### src/rtl/mem_port_arbiter.sv
// Single-port memory arbiter between instruction fetch and MEM-stage access; MEM wins.
// Optional perf counters enabled by defining MEM_ARB_PERF_EN.
module mem_port_arbiter #(
  parameter int unsigned ADDR_W  = 32,
  parameter int unsigned DATA_W  = 32,
  parameter int unsigned TIMEOUT = 255
) (
  input  logic              clk,
  input  logic              rst,
  input  logic              if_req,
  input  logic [ADDR_W-1:0] if_addr,
  output logic [DATA_W-1:0] if_rdata,
  input  logic              mem_read,
  input  logic              mem_write,
  input  logic [ADDR_W-1:0] mem_addr,
  input  logic [DATA_W-1:0] mem_wdata,
  output logic [DATA_W-1:0] mem_rdata,
  output logic              stall_all,
  output logic              m_req,
  output logic              m_we,
  output logic [ADDR_W-1:0] m_addr,
  output logic [DATA_W-1:0] m_wdata,
  input  logic [DATA_W-1:0] m_rdata,
  input  logic              m_ack,
  output logic              bus_err,
  output logic [31:0]       stall_cnt,
  output logic [31:0]       txn_cnt
);

  localparam int unsigned CNT_W = (TIMEOUT > 1) ? $clog2(TIMEOUT) : 1;

  typedef enum logic [1:0] {IDLE, MEM_BUSY, IF_BUSY} state_e;

  state_e            state_q;
  logic              mem_done_q, if_done_q;
  logic [CNT_W-1:0]  to_cnt_q;
  logic              m_req_q, m_we_q, bus_err_q;
  logic [ADDR_W-1:0] m_addr_q;
  logic [DATA_W-1:0] m_wdata_q, if_rdata_q, mem_rdata_q;

  logic mem_pend, if_pend, to_hit;

  assign mem_pend  = (mem_read | mem_write) & ~mem_done_q;
  assign if_pend   = if_req & ~if_done_q;
  assign stall_all = mem_pend | if_pend;
  assign to_hit    = (to_cnt_q == CNT_W'(TIMEOUT - 1));

  // Arbitration FSM; done flags hold a served requester off until the pipeline advances
  always_ff @(posedge clk or posedge rst) begin
    if (rst) begin
      state_q     <= IDLE;
      mem_done_q  <= 1'b0;
      if_done_q   <= 1'b0;
      to_cnt_q    <= '0;
      m_req_q     <= 1'b0;
      m_we_q      <= 1'b0;
      bus_err_q   <= 1'b0;
      m_addr_q    <= '0;
      m_wdata_q   <= '0;
      if_rdata_q  <= '0;
      mem_rdata_q <= '0;
    end else begin
      case (state_q)
        IDLE: begin
          if (!stall_all) begin
            mem_done_q <= 1'b0;
            if_done_q  <= 1'b0;
          end
          if (mem_pend) begin
            state_q   <= MEM_BUSY;
            m_req_q   <= 1'b1;
            m_we_q    <= mem_write;
            m_addr_q  <= mem_addr;
            m_wdata_q <= mem_wdata;
            to_cnt_q  <= '0;
          end else if (if_pend) begin
            state_q  <= IF_BUSY;
            m_req_q  <= 1'b1;
            m_we_q   <= 1'b0;
            m_addr_q <= if_addr;
            to_cnt_q <= '0;
          end
        end
        MEM_BUSY: begin
          if (m_ack) begin
            m_req_q    <= 1'b0;
            mem_done_q <= 1'b1;
            if (!m_we_q) mem_rdata_q <= m_rdata;
            state_q    <= IDLE;
          end else if (to_hit) begin
            m_req_q     <= 1'b0;
            mem_done_q  <= 1'b1;
            mem_rdata_q <= '0;
            bus_err_q   <= 1'b1;
            state_q     <= IDLE;
          end else begin
            to_cnt_q <= to_cnt_q + CNT_W'(1);
          end
        end
        IF_BUSY: begin
          if (m_ack) begin
            m_req_q    <= 1'b0;
            if_done_q  <= 1'b1;
            if_rdata_q <= m_rdata;
            state_q    <= IDLE;
          end else if (to_hit) begin
            m_req_q    <= 1'b0;
            if_done_q  <= 1'b1;
            if_rdata_q <= '0;
            bus_err_q  <= 1'b1;
            state_q    <= IDLE;
          end else begin
            to_cnt_q <= to_cnt_q + CNT_W'(1);
          end
        end
        default: state_q <= IDLE;
      endcase
    end
  end

  assign m_req     = m_req_q;
  assign m_we      = m_we_q;
  assign m_addr    = m_addr_q;
  assign m_wdata   = m_wdata_q;
  assign bus_err   = bus_err_q;
  assign if_rdata  = if_rdata_q;
  assign mem_rdata = mem_rdata_q;

`ifdef MEM_ARB_PERF_EN
  logic        txn_end;
  logic [31:0] stall_cnt_q, txn_cnt_q;

  assign txn_end = (state_q != IDLE) & (m_ack | to_hit);

  // Free-running perf counters, wrap naturally at 32 bits
  always_ff @(posedge clk or posedge rst) begin
    if (rst) begin
      stall_cnt_q <= '0;
      txn_cnt_q   <= '0;
    end else begin
      if (stall_all) stall_cnt_q <= stall_cnt_q + 32'd1;
      if (txn_end)   txn_cnt_q   <= txn_cnt_q + 32'd1;
    end
  end

  assign stall_cnt = stall_cnt_q;
  assign txn_cnt   = txn_cnt_q;
`else
  assign stall_cnt = '0;
  assign txn_cnt   = '0;
`endif

endmodule

### config.mk
export PLATFORM = sky130hd
export DESIGN_NAME = mem_port_arbiter
export DESIGN_NICKNAME = d
export VERILOG_FILES = /design/src/rtl/mem_port_arbiter.sv
export SDC_FILE = /design/constraint.sdc
export NUM_CORES = 1
export LEC_CHECK = 0
export BUFFER_PORTS_ARGS = -buffer_cell sky130_fd_sc_hd__buf_2
export CAP_MARGIN = 15
export CORE_ASPECT_RATIO = 0.75
export CORE_MARGIN = 4
export CORE_UTILIZATION = 46
export DETAILED_ROUTE_END_ITERATION = 10
export PLACE_DENSITY = 0.8
export SLEW_MARGIN = 30
export SYNTH_ARGS = -nofsm -noshare
export SYNTH_HDL_FRONTEND = slang
export SYNTH_SLANG_ARGS = --single-unit
### constraint.sdc
create_clock -name clk -period 5.4 [get_ports clk]
set_input_delay 0.54 -clock clk [delete_from_list [all_inputs] [get_ports clk]]
set_output_delay 0.54 -clock clk [all_outputs]
set_load 0.05 [all_outputs]
# Word level (Yosys, flattened, before mapping)
# Cells that the tools add are included.
[classes]
muxes = 28
n_div = 0
order_cmp = 0
n_eq_ne = 11
n_mul = 0
n_addsub = 1
shift = 0
bitwise_logic = 7
reduce_logical = 17
[op_table]
columns = ["operator", "count"]
rows = [
  ["2-to-1 mux 32 bit", 6],
  ["2-to-1 mux 8 bit", 4],
  ["case mux 8 bit (2 select lines)", 1],
  ["AND reduction 3 bit", 5],
  ["nonzero test 2 bit", 5],
  ["2-to-1 mux 1 bit", 9],
  ["inequality test 3 bit (second input constant)", 3],
  ["adder 8 x 1 -> 8 bit (second input constant)", 1],
  ["== test 8 bit (second input constant)", 1],
  ["2-to-1 mux 2 bit", 4],
  ["inequality test 2 bit (second input constant)", 4],
  ["AND reduction 2 bit", 4],
  ["case mux 1 bit (2 select lines)", 3],
  ["case mux 2 bit (2 select lines)", 1],
  ["AND reduction 4 bit", 1],
  ["inequality test 3 x 1 -> 1 bit (second input constant)", 1],
  ["NOT 1 bit", 3],
  ["bitwise AND 1 bit", 2],
  ["== test 2 x 1 -> 1 bit (second input constant)", 1],
  ["== test 2 bit (second input constant)", 1],
  ["zero test 2 bit", 1],
  ["OR 1 bit", 2],
  ["OR reduction 2 bit", 1],
]
[totals]
reg_bits = 143
mem_count = 0
latch_bits = 0
romBits = 0
in_bits = 134
word_cells = 75
output_inout_bits = 196
ram_bits = 0

# Depth between registers and ports, before layout
[depth]
depth_word = 5
depth_mapped = 9
depth_no_buf = 6

# Worst setup path before layout
# No wires, ideal clock.
[synth_timing]
path_kind = "register to register"
startpoint = "reg state_q[0]"
endpoint = "reg to_cnt_q[3]"
period_less_slack_ps = 1848
required_time_ps = 5301
path_slack_ps = 3552
stages_incl_launch_ff = 9
arrival_time_ps = 1749
n_path_buf = 2
setup_time_ps = 99
cell_sequence = "dfrtp_1 inv_1 ha_1 buf_2 inv_1 o221a_4 or2_1 buf_6 o311ai_4"
[synth_between]
elab_chain_cells = 4
elab_cells_between_ends = 10
classes_between = "eq/ne: 5; mux: 1; reduce/logical: 4"
[synth_lines]
columns = ["element", "line_no", "source"]
rows = [
  ["from (decl)", "34", "state_e state_q;"],
  ["from (signal assigned)", "51", "state_q <= IDLE;"],
  ["from (signal assigned)", "70", "state_q <= MEM_BUSY;"],
  ["from (signal assigned)", "77", "state_q <= IF_BUSY;"],
  ["== test 2 bit or == test 2 x 1 -> 1 bit (tied branches)", "63", "case (state_q)"],
  ["OR reduction 2 bit (no line)", "-", ""],
  ["inequality test 2 bit (no line) or nonzero test 2 bit (tied branches)", "-", ""],
  ["AND reduction 4 bit (no line)", "-", ""],
  ["to (signal assigned)", "97", "to_cnt_q <= to_cnt_q + CNT_W'(1);"],
  ["to (signal assigned)", "113", "to_cnt_q <= to_cnt_q + CNT_W'(1);"],
  ["to (decl)", "36", "logic [CNT_W-1:0] to_cnt_q;"],
]
# Several ways; a longest one is shown, not always the timed one.
# A chain may end at the register's enable or synchronous reset.

# Worst setup path in the final report
[layout_timing]
startpoint = "reg state_q[0]"
endpoint = "reg to_cnt_q[7]"
# The elaborated chain is that of the path after synthesis.

==> flow_summary.yaml <==
outcome:
  status: "completed"
logic_synthesis:
  synth_mux_area_share_pct: 15.27
  syn_avg_cell_area_um2: 11.36
  syn_area_mm2: 0.006623
  yosys.area_share.adder_pct: 0.9446
  synth-xor-area-share_pct: 0
  synth_top_family_by_area: "multiplexers"
  synth-compound-area-share_pct: 11.60
  synth_cell_types: 38
  postSynthCellCount: 583
  synth-simple-area-share_pct: 6.348
  ys_ff_latch: 143
  yosys_warnings: 0
  yosysSeqAreaShare_pct: 54.03
worst_setup_path:
  start_kind: "flop"
  path_max_fanout: 16
  cp.required_ps: 5660
  cp-end-kind: "flop"
  path_class: "reg -> reg"
  cp.arrival_ps: 2730
sta:
  fmax_mhz: 404.5
  fin_setup_tns_ps: 0
  fin_skew_ps: 13.62
  relSlewSlack_pct: 50.23
  rsz0062_at_grt: "false"
  hold_viol_final: 0
  period_share_pct: 45.79
  setup_viol: 0
  tightest_slew_ps: 746.6
  period_needed_ps: 2472
  hold_ws_ps: 291.8
  drv_slew: 0
drt:
  drt_iter0_drc: 241
  route.detailed.drc: 0
  viasPerCell: 4.778
  dr.pass1.iters: 5
  routedWlPerCell_um: 16.18
  route.vias.total: 4917
  ant_nets: 0
  routed_wl_um: 16650
final_layout:
  layout_common_cells: "265 x buf_2, 143 x dfrtp_1, 73 x nand2_1"
  final_layout_size_suffix_gt1_share_pct: 40.45
  final_cell_area_mm2: 0.008397
  area_growth_pct: 26.79
  nNetsFinal: 979
  layout.cells.most_common: "buf_2"
cts:
  cts-root-buf: "clkbuf_16"
  cts_tree: "yes"
  htree_levels: 4
  cts_resized: 0
  insertion_delay_ps: 410
  cts-buffers-inserted: 17
  cts_buffer_depth: 2
  hold_buffers: 0
  post-cts-setup-buffers: 0
  cts.sinks: 143
  cts.clk_slew.worst_paths_ps: 70
power:
  ir_drop_uv: 485.3
  totalPowerFinal_uw: 6444
  swShare_pct: 52.39
  clockPowerShare_pct: 16.9
  combPwrFrac_pct: 54.2
  seqPwrFrac_pct: 28.9
  p_switching_uw: 3376
  leakagePower_uw: 0.004608
  power_density_mw_per_mm2: 767.4
  intPower_uw: 3068
global_route:
  grt_pass1_vias: 5044
  grt_use_total_pct: 19.77
  antenna_found_initial: 1
  grt_pass1_wl_um: 26060
  overflow: 0
  grt_max_degree: 86
floorplan:
  core_area_mm2: 0.01389
  start_util_pct: 47.68
  die_x_um: 146.6
  rows: 37
  fp.dieH_um: 111.9
  dieArea_mm2: 0.01640
  ios: 330
place:
  port_buffers: 265
  placed_cell_area_mm2: 0.007845
  gp_congestion: 0.8367
  dp_hpwl_um: 12430
min_path:
  hp-class: "in -> async"
run:
  maxCapViolCount: 0
[power by group through the flow]
stage	clock network, uW	logic (uW)	registers, uW
2_1_floorplan	0	1180	3430
3_3_place_gp	0	3460	1850
3_5_place_dp	0	3520	1860
4_1_cts	1110	3520	1860
5_1_grt	1170	3690	1930
6_report	1090	3490	1860
[logic make-up (layout without fill, tap and decap cells)]
logic type	after synthesis	count (layout)
AO/OA/AOI/OAI	104	104
adder cells (fa/ha/maj)	5	5
buffers and inverters	135	342
flip-flops	143	143
multiplexers	97	97
other	1	65
AND/OR/NAND/NOR	98	98
[Yosys cell counts]
cell type,n,area (um2)
a21o_1,1,7.510
a21oi_1,7,35.03
a22o_1,32,280.3
a22oi_1,2,15.01
a32o_1,2,20.02
and2_1,2,12.51
buf_2,13,65.06
buf_4,64,480.5
buf_6,2,22.52
clkbuf_1,16,60.06
conb_1,1,3.750
dfrtp_1,143,3578
ha_1,5,62.56
inv_1,40,150.1
mux2_2,32,360.4
mux2i_1,65,650.6
nand2_1,74,277.8
nand2b_1,4,25.02
nand3_1,4,20.02
nand3_2,1,10.01
nand3b_1,3,22.52
nand4_1,1,6.260
nor2_1,4,15.01
nor3_1,2,10.01
o211ai_1,6,45.04
o21ai_0,41,205.2
o21ai_1,1,5.000
o21ai_2,1,8.760
o21ba_2,1,10.01
o21bai_1,1,7.510
o221a_4,1,20.02
o221ai_1,1,8.760
o2bb2ai_1,1,8.760
o311ai_4,2,52.55
o31ai_2,1,12.51
o41ai_1,3,26.28
or2_1,1,6.260
or4_1,2,15.01
[registers in the layout, indices dropped and copies added (netlist names)]
signal,cells
state_q,2
if_done_q,1
mem_done_q,1
m_we,1
m_addr,32
bus_err,1
m_req,1
to_cnt_q,8
mem_rdata,32
if_rdata,32
m_wdata,32
[cell type report]
type / instances / area [um2]
repair buffers: 270 / 1364
fillers: 1174 / 5492
multi-input cells: 368 / 2529
diodes: 1 / 2.502
clock buffers: 18 / 429.2
clock inverters: 14 / 120.1
flip-flops and latches: 143 / 3578
well taps: 175 / 219.0
inverters: 40 / 155.1
[per-layer routing]
layer,share of wire [%],track usage [%],up-vias
met2,48,31.75,212
met4,1.4,6.391,0
met3,8.8,7.526,18
li1,-,-,2376
met1,42,24.86,2311
met5,0,0,-
[worst paths after layout]
check,from,end,slack [ps],cells after the start
max,state_q[0],to_cnt_q[7],2930,6
min in group clk,mem_wdata[22],m_wdata[22],360,2
max in group asynchronous,rst,if_rdata[30],3880,3
min,rst,m_wdata[6],290,2
max reg2reg,state_q[0],to_cnt_q[7],2930,6
min reg2reg,m_addr[2],m_addr[2],470,2
[stage by stage]
| step | utilization (%) | std cells | setup WS (ps) |
|---|---|---|---|
| after detailed placement | 56.49 | 996 | 2945 |
| after floorplan | - | 646 | 1022 |
| after CTS | 60.44 | 1028 | 2924 |
| after global routing | 60.46 | 1029 | 2686 |
| final | 60.46 | 1029 | 2928 |
| after global placement | 56.46 | 996 | 2688 |
[worst max-delay path, cell delays in order (launching register included)]
cell      delay (ps)
dfrtp_1          370
inv_1             80
ha_1             610
inv_1            260
o31ai_2          450
or2_1            370
o221ai_1         180
Note: power is estimated with default switching activity, not from simulation.
